$ cat config.mk
export PLATFORM = sky130hd
export DESIGN_NAME = fft_seq_controller_flat
export DESIGN_NICKNAME = d
export VERILOG_FILES = /design/src/rtl/fft_pkg.sv /design/src/rtl/fft_seq_controller_if.sv /design/src/rtl/fft_twiddle_rom.sv /design/src/rtl/fft_seq_controller.sv /design/src/flat_wrapper.sv
export SDC_FILE = /design/constraint.sdc
export NUM_CORES = 1
export LEC_CHECK = 0
export ABC_AREA = 1
export CAP_MARGIN = 15
export CELL_PAD_IN_SITES_DETAIL_PLACEMENT = 1
export CELL_PAD_IN_SITES_GLOBAL_PLACEMENT = 2
export CORE_ASPECT_RATIO = 1.2
export CORE_MARGIN = 5
export CORE_UTILIZATION = 30
export CTS_CLUSTER_DIAMETER = 40
export DETAILED_ROUTE_END_ITERATION = 10
export PLACE_DENSITY_LB_ADDON = 0.1
export SLEW_MARGIN = 5
export SYNTH_ARGS = -nofsm -noshare
export SYNTH_HDL_FRONTEND = slang
export SYNTH_HIERARCHICAL = 1
export SYNTH_SLANG_ARGS = --single-unit
$ cat constraint.sdc
create_clock -name clk -period 10.8 [get_ports clk]
set_input_delay 2.16 -clock clk [delete_from_list [all_inputs] [get_ports clk]]
set_output_delay 2.16 -clock clk [all_outputs]
set_load 0.02 [all_outputs]
$ cat src/rtl/fft_pkg.sv
// Shared types and elaboration-time helpers for the radix-2 FFT sequencer.
// Twiddle quantisation is symmetric round-to-nearest on a +/-(2**(W-1)-1) scale.
package fft_pkg;

   typedef enum logic [1:0] {IDLE, ISSUE, DRAIN, FIN} fft_state_t;

   localparam real TWO_PI = 6.283185307179586;

   function automatic int clog2(input int value);
      int r;
      r = 0;
      while ((1 << r) < value) r++;
      return r;
   endfunction

   function automatic real tw_scale(input int data_width);
      return real'((1 << (data_width - 1)) - 1);
   endfunction

   // Rounds half away from zero so +x and -x quantise to mirrored codes.
   function automatic int tw_quant(input real x, input int data_width);
      real v;
      v = x * tw_scale(data_width);
      if (v >= 0.0) return $rtoi(v + 0.5);
      return -$rtoi(0.5 - v);
   endfunction

endpackage

$ cat src/rtl/fft_seq_controller_if.sv
// Sequencer-side bundle: start/mode in, RAM addressing, write-back and twiddles out.
interface fft_seq_controller_if
   import fft_pkg::*;
#(
   parameter int LOG2_N     = 4,
   parameter int DATA_WIDTH = 18
);
   localparam int STAGE_W = clog2(LOG2_N) + 1;

   logic                         start;
   logic                         inverse;
   logic                         busy;
   logic                         done;
   logic                         q_sel;
   logic                         we_sel;
   logic [LOG2_N-1:0]            rd_addr_a;
   logic [LOG2_N-1:0]            rd_addr_b;
   logic                         we_a;
   logic                         we_b;
   logic [LOG2_N-1:0]            wr_addr_a;
   logic [LOG2_N-1:0]            wr_addr_b;
   logic signed [DATA_WIDTH-1:0] twiddle_r;
   logic signed [DATA_WIDTH-1:0] twiddle_i;
   logic [STAGE_W-1:0]           stage;
   logic                         result_bank;

   modport master (
      input  start, inverse,
      output busy, done, q_sel, we_sel, rd_addr_a, rd_addr_b, we_a, we_b,
             wr_addr_a, wr_addr_b, twiddle_r, twiddle_i, stage, result_bank
   );

   modport slave (
      output start, inverse,
      input  busy, done, q_sel, we_sel, rd_addr_a, rd_addr_b, we_a, we_b,
             wr_addr_a, wr_addr_b, twiddle_r, twiddle_i, stage, result_bank
   );

endinterface

$ cat src/rtl/fft_twiddle_rom.sv
// N/2-entry twiddle table built at elaboration; one-cycle registered output.
// conj flips the imaginary part for the inverse transform.
module fft_twiddle_rom
   import fft_pkg::*;
#(
   parameter int LOG2_N     = 4,
   parameter int DATA_WIDTH = 18
)(
   input  logic                         clk,
   input  logic                         rst,
   input  logic                         en,
   input  logic                         conj,
   input  logic [LOG2_N-2:0]            k,
   output logic signed [DATA_WIDTH-1:0] twiddle_r,
   output logic signed [DATA_WIDTH-1:0] twiddle_i
);
   localparam int N = 1 << LOG2_N;

   logic signed [DATA_WIDTH-1:0] rom_r [N/2];
   logic signed [DATA_WIDTH-1:0] rom_i [N/2];

   for (genvar g = 0; g < N/2; g++) begin : g_rom
      localparam real ANGLE = TWO_PI * real'(g) / real'(N);
      localparam int  RE    = tw_quant($cos(ANGLE), DATA_WIDTH);
      localparam int  IM    = tw_quant($sin(ANGLE), DATA_WIDTH);
      assign rom_r[g] = DATA_WIDTH'(RE);
      assign rom_i[g] = DATA_WIDTH'(-IM);
   end

   always_ff @(posedge clk or posedge rst) begin
      if (rst) begin
         twiddle_r <= '0;
         twiddle_i <= '0;
      end else if (en) begin
         twiddle_r <= rom_r[k];
         twiddle_i <= conj ? -rom_i[k] : rom_i[k];
      end
   end

endmodule

$ cat src/rtl/fft_seq_controller.sv
// Radix-2 DIT FFT sequencer: one butterfly per cycle over a ping-pong RAM pair.
//   state | meaning
//   IDLE  | waiting for start
//   ISSUE | issuing butterfly j of the current stage
//   DRAIN | 1+BFLY_LAT cycles letting write-back land before the next stage reads
//   FIN   | one-cycle done pulse
module fft_seq_controller
   import fft_pkg::*;
#(
   parameter int LOG2_N     = 4,
   parameter int DATA_WIDTH = 18,
   parameter int BFLY_LAT   = 2
)(
   input  logic                clk,
   input  logic                rst,
   fft_seq_controller_if.master bus
);
   localparam int N       = 1 << LOG2_N;
   localparam int HALF    = N / 2;
   localparam int KW      = LOG2_N - 1;
   localparam int DLY     = 1 + BFLY_LAT;
   localparam int STAGE_W = clog2(LOG2_N) + 1;
   localparam int CNT_W   = clog2(DLY + 1);

   typedef struct packed {
      logic              valid;
      logic [LOG2_N-1:0] a;
      logic [LOG2_N-1:0] b;
   } wb_t;

   fft_state_t         state, state_nxt;
   logic [KW-1:0]      j;
   logic [STAGE_W-1:0] s;
   logic [CNT_W-1:0]   drain_cnt;
   logic               inv_q;
   logic               issue, busy, last_bfly, last_stage, drain_tc;
   logic [LOG2_N-1:0]  j_ext, span, low, addr_a, addr_b, rd_a, rd_b;
   logic [KW-1:0]      k;
   wb_t                dly_q [DLY];

   assign issue      = (state == ISSUE);
   assign busy       = issue || (state == DRAIN);
   assign last_bfly  = (j == KW'(HALF - 1));
   assign last_stage = (s == STAGE_W'(LOG2_N - 1));
   assign drain_tc   = (drain_cnt == '0);

   always_ff @(posedge clk or posedge rst) begin
      if (rst) state <= IDLE;
      else     state <= state_nxt;
   end

   always_comb begin
      state_nxt = state;
      case (state)
         IDLE:    if (bus.start) state_nxt = ISSUE;
         ISSUE:   if (last_bfly) state_nxt = DRAIN;
         DRAIN:   if (drain_tc)  state_nxt = last_stage ? FIN : ISSUE;
         FIN:     state_nxt = IDLE;
         default: state_nxt = IDLE;
      endcase
   end

   always_ff @(posedge clk or posedge rst) begin
      if (rst) begin
         j         <= '0;
         s         <= '0;
         drain_cnt <= '0;
         inv_q     <= 1'b0;
      end else begin
         case (state)
            IDLE: if (bus.start) begin
               j     <= '0;
               s     <= '0;
               inv_q <= bus.inverse;
            end
            ISSUE: begin
               j         <= j + 1'b1;
               drain_cnt <= CNT_W'(DLY - 1);
            end
            DRAIN: begin
               if (!drain_tc) drain_cnt <= drain_cnt - 1'b1;
               else           s <= last_stage ? '0 : s + 1'b1;
            end
            default: ;
         endcase
      end
   end

   // Pair (a, a+span) with bit s of a clear; j's low s bits stay in place.
   always_comb begin
      j_ext  = {1'b0, j};
      span   = LOG2_N'(1) << s;
      low    = j_ext & (span - 1'b1);
      addr_a = ((j_ext >> s) << (s + 1'b1)) | low;
      addr_b = addr_a | span;
      k      = KW'(low << (KW - int'(s)));
      rd_a   = issue ? addr_a : '0;
      rd_b   = issue ? addr_b : '0;
   end

   always_ff @(posedge clk or posedge rst) begin
      if (rst) begin
         for (int i = 0; i < DLY; i++) dly_q[i] <= '0;
      end else begin
         dly_q[0] <= {issue, rd_a, rd_b};
         for (int i = 1; i < DLY; i++) dly_q[i] <= dly_q[i-1];
      end
   end

   fft_twiddle_rom #(
      .LOG2_N     (LOG2_N),
      .DATA_WIDTH (DATA_WIDTH)
   ) u_twiddle_rom (
      .clk       (clk),
      .rst       (rst),
      .en        (issue),
      .conj      (inv_q),
      .k         (k),
      .twiddle_r (bus.twiddle_r),
      .twiddle_i (bus.twiddle_i)
   );

   assign bus.busy        = busy;
   assign bus.done        = (state == FIN);
   assign bus.q_sel       = busy & s[0];
   assign bus.we_sel      = busy & ~s[0];
   assign bus.rd_addr_a   = rd_a;
   assign bus.rd_addr_b   = rd_b;
   assign bus.we_a        = dly_q[DLY-1].valid;
   assign bus.we_b        = dly_q[DLY-1].valid;
   assign bus.wr_addr_a   = dly_q[DLY-1].a;
   assign bus.wr_addr_b   = dly_q[DLY-1].b;
   assign bus.stage       = s;
   assign bus.result_bank = 1'(LOG2_N % 2);

endmodule

$ cat src/flat_wrapper.sv
// flat-port wrapper written by rule: the top's interface ports become plain ports
module fft_seq_controller_flat import fft_pkg::*;
#(
   parameter int LOG2_N     = 4,
   parameter int DATA_WIDTH = 18,
   parameter int BFLY_LAT   = 2
)
  (clk, rst, bus_start, bus_inverse, bus_busy, bus_done, bus_q_sel, bus_we_sel, bus_rd_addr_a, bus_rd_addr_b, bus_we_a, bus_we_b, bus_wr_addr_a, bus_wr_addr_b, bus_twiddle_r, bus_twiddle_i, bus_stage, bus_result_bank);
  fft_seq_controller_if #(.LOG2_N(LOG2_N), .DATA_WIDTH(DATA_WIDTH)) bus_i ();
  input  logic clk;
  input  logic rst;
  input wire logic [$bits(bus_i.start)-1:0] bus_start;
  input wire logic [$bits(bus_i.inverse)-1:0] bus_inverse;
  output wire logic [$bits(bus_i.busy)-1:0] bus_busy;
  output wire logic [$bits(bus_i.done)-1:0] bus_done;
  output wire logic [$bits(bus_i.q_sel)-1:0] bus_q_sel;
  output wire logic [$bits(bus_i.we_sel)-1:0] bus_we_sel;
  output wire logic [$bits(bus_i.rd_addr_a)-1:0] bus_rd_addr_a;
  output wire logic [$bits(bus_i.rd_addr_b)-1:0] bus_rd_addr_b;
  output wire logic [$bits(bus_i.we_a)-1:0] bus_we_a;
  output wire logic [$bits(bus_i.we_b)-1:0] bus_we_b;
  output wire logic [$bits(bus_i.wr_addr_a)-1:0] bus_wr_addr_a;
  output wire logic [$bits(bus_i.wr_addr_b)-1:0] bus_wr_addr_b;
  output wire logic [$bits(bus_i.twiddle_r)-1:0] bus_twiddle_r;
  output wire logic [$bits(bus_i.twiddle_i)-1:0] bus_twiddle_i;
  output wire logic [$bits(bus_i.stage)-1:0] bus_stage;
  output wire logic [$bits(bus_i.result_bank)-1:0] bus_result_bank;
  assign bus_i.start = bus_start;
  assign bus_i.inverse = bus_inverse;
  assign bus_busy = bus_i.busy;
  assign bus_done = bus_i.done;
  assign bus_q_sel = bus_i.q_sel;
  assign bus_we_sel = bus_i.we_sel;
  assign bus_rd_addr_a = bus_i.rd_addr_a;
  assign bus_rd_addr_b = bus_i.rd_addr_b;
  assign bus_we_a = bus_i.we_a;
  assign bus_we_b = bus_i.we_b;
  assign bus_wr_addr_a = bus_i.wr_addr_a;
  assign bus_wr_addr_b = bus_i.wr_addr_b;
  assign bus_twiddle_r = bus_i.twiddle_r;
  assign bus_twiddle_i = bus_i.twiddle_i;
  assign bus_stage = bus_i.stage;
  assign bus_result_bank = bus_i.result_bank;
  fft_seq_controller #(.LOG2_N(LOG2_N), .DATA_WIDTH(DATA_WIDTH), .BFLY_LAT(BFLY_LAT)) u_core (.clk(clk), .rst(rst), .bus(bus_i));
endmodule
==> results by group, run 1 <==
Outcome
  • Outcome: completed

Finish
  • Storage cell area: between 0.0015 and 0.002 mm2
  • Share of layout cells above drive strength 1: 0.09620
  • Final net count: 469
  • Antenna Cells: 0
  • Area Growth Syn to Fin: 27.84%
  • Commonest non-fill, non-tap cell in the layout: nand2_1
  • Area taken by multi-input logic gates: 0.001388 mm2
  • Post-layout instance area: 0.004413 mm2
  • Most frequent cells in the layout: 93 x nand2_1, 67 x dfrtp_1, 64 x clkdlybuf4s50_1
  • Filler Cells Inserted: 1369
  • Fin util: 0.3869
  • Post-route insts no fill: 604

Routing
  • Via count: 2669
  • 1st-iter DRT viols: 58
  • DR WL/cell: 14.15 um
  • Post-route ant nets: 0
  • Drt pass-1 iters: 4
  • Routed vias/inst: 4.419
  • Routed WL: 8.546 mm
  • DRC errors left: 0

STA
  • # setup viols final: 0
  • Period utilization: 0.4547
  • Sum of negative setup slack: 0 ns
  • RSZ-0062 raised after global routing: no
  • Min Tclk post-route: 4.911 ns
  • Clock skew: 0.006967 ns
  • Final Max Slew Viols: 0
  • Slew HR: 0.3497
  • Worst Max-Slew Pin Slew: between 0.9 and 1 ns
  • Hold Violations, Final: 0
  • Fmax: 203.6 MHz

Logic synthesis
  • FF+latch count, synth: 67
  • Yosys warning count: 6
  • Syn Inst Count: roughly 400
  • Post-synthesis adder-cell area fraction: 0.08336
  • Largest family of logic cells by synthesized area: simple AND/OR/NAND/NOR gates
  • Synthesized Nets: 419
  • Multiplexer share of the synthesized area: 0.003262
  • Post-synthesis simple-gate area fraction: 0.2262
  • Mapped Area: between 0.003 and 0.004 mm2
  • Compound-Gate Fraction of Synth Area: 0.07793
  • Synth unique cells: 38
  • Seq/Total Area, Yosys: 0.4857
  • Syn Area/Cell: 8.806 um2
  • Post-synthesis xor/xnor area fraction: 0.01015

Pwr
  • Sw frac: 0.2208
  • P_leak: ~2.2 nW
  • Power Density: 126.6 mW/mm2
  • Peak supply drop: 0.07596 mV
  • Power, Total: 0.5585 mW
  • P_int: 0.4352 mW
  • Clk network pwr share: 0.538
  • Reg power frac: 0.449
  • Sw Pwr: 0.1233 mW
  • Combinational power share: 0.013

Run
  • Max Cap Violations: 0

Hold path
  • Min-delay src: u_core/dly_q[13]
  • Hold/Removal Path Class: reg2reg
  • Depth of the worst hold-timing path: 0

GRT
  • Antenna violations before repair: 0
  • Number of global-route vias before repair: 2820
  • Total track usage: 0.1316
  • Largest net degree at the start of global routing: 34
  • GR Overflow Total: 0
  • Global-route wire length before repair: 14.19 mm

Die
  • Number of I/O pins: 66
  • Die H: 127.5 um
  • Starting Density: 0.3027
  • Core box area: 0.01141 mm2
  • Die X: 107.9 um
  • Die area: 0.01376 mm2
  • Site Rows: 43

Setup path
  • CP arrival: 2.75 ns
  • Setup CP Type: reg2out
  • RR Startpoint: u_core/bus.stage[0]
  • CP Max Fanout: 11
  • Worst Reg2Reg Path Length in Cells: 21
  • Critical Path RT: about 8.6 ns
  • Worst setup startpoint: u_core/bus.stage[0]
  • Element type at the critical path end: primary output
  • CP startpoint kind: register

Placed design
  • RD Place Congestion: 0.7814
  • Post-DP Area: 0.004106 mm2
  • HPWL after detailed placement: ~6.4 mm
  • PortBufs: 64
  • Placed Instances: 588

Clock network
  • Worst skew pair latency: 0.33 ns
  • Resized Gates After CTS: 0
  • Post-CTS Setup Inserts: 0
  • Htree depth: 3
  • Root Driver: clkbuf_16
  • Clk pin slew, worst setup/hold paths: 0.06 ns
  • CTS Buffer Depth: 2
  • Hold buffer count at cts: 0
  • CTS tree: yes
  • Sink Count: 67
  • CTS buffer count: 9
## state kept, by name, summed over array words and instances, names as in the netlist
signal,flops
u_core/dly_q,18
u_core/u_twiddle_rom/twiddle_i,18
u_core/u_twiddle_rom/twiddle_r,11
u_core/bus.wr_addr_a,4
u_core/bus.wr_addr_b,4
u_core/bus.stage,3
u_core/j,3
u_core/drain_cnt,2
u_core/state,2
u_core/bus.we_a,1
u_core/inv_q,1
## cell type report
class | count | area share
multi-input combinational | 249 | 0.3144
sequential | 67 | 0.3799
inverter | 48 | 0.04139
timing repair buffer | 67 | 0.1503
clock inverter | 7 | 0.01843
tap | 157 | 0.04451
clock buffer | 9 | 0.05103
## cell families (layout without fill, tap and decap cells)
logic type,after synthesis,in the layout
AOI/OAI and AO/OA,47,47
xor gates and xnor gates,4,4
adders and majority gates,23,23
buffers and inverters,76,131
DFF,67,67
muxes,1,1
other,1,1
and+or+nand+nor,173,173
## cell usage after synthesis (all sizes together)
master | number | area (um2)
nor2 | 31 | 126.4
a21oi | 12 | 60.06
xnor2 | 2 | 17.52
o21bai | 1 | 11.26
nor3 | 2 | 15.01
mux2 | 1 | 11.26
inv | 48 | 182.7
ha | 23 | 287.8
o22ai | 1 | 6.260
or2 | 2 | 12.52
nand2 | 99 | 401.6
nand4 | 8 | 50.05
o221ai | 1 | 8.760
conb | 1 | 3.750
dfrtp | 67 | 1677
a31oi | 1 | 6.260
buf | 24 | 180.2
nand3 | 30 | 167.7
clkbuf | 4 | 25.02
a22oi | 1 | 12.51
o21ai | 29 | 156.4
nand3b | 1 | 7.510
o211ai | 1 | 7.510
xor2 | 2 | 17.52
## through the flow
stage	hold slack [ns]	setup slack (ns)
2_1_floorplan	0.3312	6.890
3_3_place_gp	0.3313	6.279
3_5_place_dp	0.3356	6.237
4_1_cts	0.3498	5.855
5_1_grt	0.3532	5.724
6_report	0.3461	5.889
## critical path: stages (launching register included)
cell and delay (ns):
dfrtp_1 0.54, ha_1 0.30, ha_1 0.30, inv_1 0.04, nor2_1 0.19, nand2_1 0.10
nor2_2 0.09, nor2_1 0.05, nand2_1 0.06, nand2_1 0.06, nand2_1 0.09, clkdlybuf4s50_1 0.60
## layer usage
metal  up-vias  routed length, um  GRT usage
met3         8                286    0.02931
li1       1336                  -          -
met5         -                  0          0
met2        43               4260     0.2229
met1      1282               3879     0.1617
met4         0                119    0.05275
## path summary, 6_finish.rpt
path | endpoint | slack (ns)
min in group asynchronous | u_core/bus.stage[1] | 2.19
worst min register to register | u_core/bus.wr_addr_a[0] | 0.35
max in group asynchronous | u_core/bus.wr_addr_b[1] | 7.88
worst max-delay path | bus_rd_addr_b[2] | 5.89
worst min-delay path | u_core/bus.wr_addr_a[0] | 0.35
worst max register to register | u_core/u_twiddle_rom/twiddle_i[16] | 6.42
## power by group through the flow
stage	clock, mW	sequential (mW)	combinational (mW)
6_report	0.300	0.251	0.00707
4_1_cts	0.313	0.251	0.00771
3_3_place_gp	0	0.256	0.00753
3_5_place_dp	0	0.256	0.00771
5_1_grt	0.322	0.251	0.00850
2_1_floorplan	0	0.256	0.00435
No activity file was read; power rests on OpenSTA's default activity.
==> inputs of run 2 (changes only) <==
CORE_UTILIZATION = 28   (was 30)
clock period = 4.4 ns   (was 10.8 ns; I/O delays follow)
==> run 2 against run 1 <==
Against the previous run: global-route usage fell by 0.18 points; largest cell class unchanged; register-to-register slack got worse by 5.8 ns; combinational power rose by 150%; sequential share of layout area fell by 0.17 points; worst setup slack got worse by 5.2 ns; sequential power rose by 150%; first-iteration DRC count fell by 16%; wire length rose by 5.8%; final cell count rose by 0.99%; design area rose by 0.45%; flip-flop and latch count did not move.
==> results by group, run 2 (same netlist as run 1, synthesis figures left out) <==
Routing
  • 1st-iter DRT viols: 49
  • Post-route ant nets: 0
  • DR WL/cell: 14.82 um
  • Routed vias/inst: 4.434
  • Drt pass-1 iters: 4
  • DRC errors left: 0
  • Routed WL: 9.043 mm
  • Via count: ~2.7k

Run
  • Max Cap Violations: 0

GRT
  • Antenna violations before repair: 0
  • Total track usage: 0.1298
  • GR Overflow Total: 0
  • Number of global-route vias before repair: between 3k and 4k
  • Largest net degree at the start of global routing: 34
  • Global-route wire length before repair: about 15 mm

STA
  • Period utilization: 0.8493
  • RSZ-0062 raised after global routing: no
  • Sum of negative setup slack: 0 ns
  • Hold Violations, Final: 0
  • Worst Max-Slew Pin Slew: 1.028 ns
  • # setup viols final: 0
  • Fmax: 267.6 MHz
  • Final Max Slew Viols: 0
  • Clock skew: 0.007902 ns
  • Min Tclk post-route: around 3.7 ns
  • Slew HR: 0.3139
  • Final worst slack: 0.6633 ns

Clock network
  • Worst skew pair latency: 0.33 ns
  • Htree depth: 3
  • CTS Buffer Depth: 2
  • Sink Count: between 60 and 70
  • CTS tree: yes
  • Post-CTS Setup Inserts: 0
  • Resized Gates After CTS: 0
  • Root Driver: clkbuf_16
  • Hold buffer count at cts: 0
  • Clk pin slew, worst setup/hold paths: 0.06 ns
  • CTS buffer count: 9

Placed design
  • Post-DP Area: 0.004126 mm2
  • PortBufs: 64
  • Placed Instances: between 500 and 600
  • HPWL after detailed placement: 6.867 mm
  • RD Place Congestion: 0.7696
  • Setup WS pre-CTS: 0.6782 ns

Outcome
  • Outcome: completed

Finish
  • Commonest non-fill, non-tap cell in the layout: nand2_1
  • Most frequent cells in the layout: 93 x nand2_1, 67 x dfrtp_1, 64 x clkdlybuf4s50_1
  • Post-layout instance area: 0.004433 mm2
  • Final net count: approximately 470
  • Largest regs: u_core/dly_q: 18 flops, u_core/u_twiddle_rom/twiddle_i: 18 flops, u_core/u_twiddle_rom/twiddle_r: 11 flops
  • Post-route insts no fill: 610
  • Share of layout cells above drive strength 1: 0.1002
  • Antenna Cells: 0
  • Area Growth Syn to Fin: 28.42%

Setup path
  • CP startpoint kind: register
  • Setup CP Type: reg2reg
  • Crit-path cells: inv_4, ha_1, nand2_4, ha_1, inv_1, nand2_1, nor2_1, o21ai_1, nor2_1, buf_4, inv_1, ha_1, nand2_1, nand2_1, inv_2, ha_1, nand2_1, nor2_1, ha_1, a21oi_1, xor2_1, o21ai_1
  • CP arrival: 3.91 ns
  • Max incr delay on CP: 0.60 ns
  • Top cell by count, worst path: ha_1
  • Worst Reg2Reg Path Length in Cells: 22
  • Slowest CP cell: dfrtp_1
  • Element type at the critical path end: register
  • Delay-heaviest family, CP: adder cells
  • CP Max Fanout: 11
  • Critical Path RT: 4.58 ns
  • WP buf/inv: 5
  • WP depth: 22

Pwr
  • Clk network pwr share: 0.537
  • Combinational power share: 0.013
  • Reg power frac: 0.450
  • P_leak: 2.161 nW
  • P_int: 1.067 mW
  • Sw Pwr: about 0.30 mW
  • Peak supply drop: between 0.15 and 0.2 mV
  • Power Density: roughly 310 mW/mm2
  • Sw frac: 0.2210

Hold path
  • Depth of the worst hold-timing path: 0
  • Hold/Removal Path Class: reg2reg

Die
  • Number of I/O pins: 66
  • Site Rows: 44
  • Core box area: about 0.012 mm2
  • Die area: 0.01466 mm2
  • Starting Density: 0.2850
  • Die H: 131.6 um
  • Die X: 111.4 um
==> run 2: layout make-up <==
class | count | area, um2
Inverter | 48 | 182.7
Timing Repair Buffer | 69 | 678.2
Sequential cell | 67 | 1677
Multi-Input combinational cell | 249 | 1388
Clock inverter | 7 | 81.33
Fill cell | 1424 | 7679
Tap cell | 161 | 201.4
Clock buffer | 9 | 225.2
==> run 2: metal layers <==
metal | up-vias | global-route usage | wire length, um
met5 | - | 0 | 0
met4 | 0 | 0.03854 | 109
met3 | 6 | 0.03634 | 279
met2 | 37 | 0.2394 | 4874
met1 | 1321 | 0.1441 | 3778
li1 | 1341 | - | -
==> run 2: path summary, 6_finish.rpt <==
check	startpoint	to	slack [ns]
worst max register to register	u_core/bus.stage[0]	u_core/u_twiddle_rom/twiddle_i[16]	0.66
min in group asynchronous	rst	u_core/dly_q[18]	0.88
max in group asynchronous	rst	u_core/inv_q	2.80
worst min register to register	u_core/dly_q[22]	u_core/dly_q[13]	0.35
worst max-delay path	u_core/bus.stage[0]	u_core/u_twiddle_rom/twiddle_i[16]	0.66
worst min-delay path	u_core/dly_q[22]	u_core/dly_q[13]	0.35
==> run 2: power groups by stage <==
stage	Clock [mW]	Sequential, mW	Combinational [mW]
finish	0.736	0.616	0.0176
global route	0.794	0.616	0.0212
CTS	0.766	0.616	0.0195
detailed placement	0	0.627	0.0195
global placement	0	0.627	0.0189
floorplan	0	0.627	0.0107
==> run 2: stage by stage <==
stage	total power, mW	hold WS [ns]	util
floorplan	0.6381	0.3312	-
global placement	0.6463	0.3323	0.3407
detailed placement	0.6469	0.3356	0.3407
CTS	1.401	0.3483	0.3660
global route	1.431	0.3525	0.3660
finish	1.370	0.3457	0.3660
==> run 2: worst register-to-register path, delay by kind of cell (launching register included) <==
| kind | cells | cell delay, ns |
|---|---|---|
| AND/OR/NAND/NOR | 8 | 0.73 |
| AO/OA/AOI/OAI | 3 | 0.31 |
| flip-flops | 1 | 0.60 |
| adder cells (fa/ha/maj) | 5 | 1.26 |
| buffers and inverters | 5 | 0.52 |
| XOR/XNOR | 1 | 0.16 |
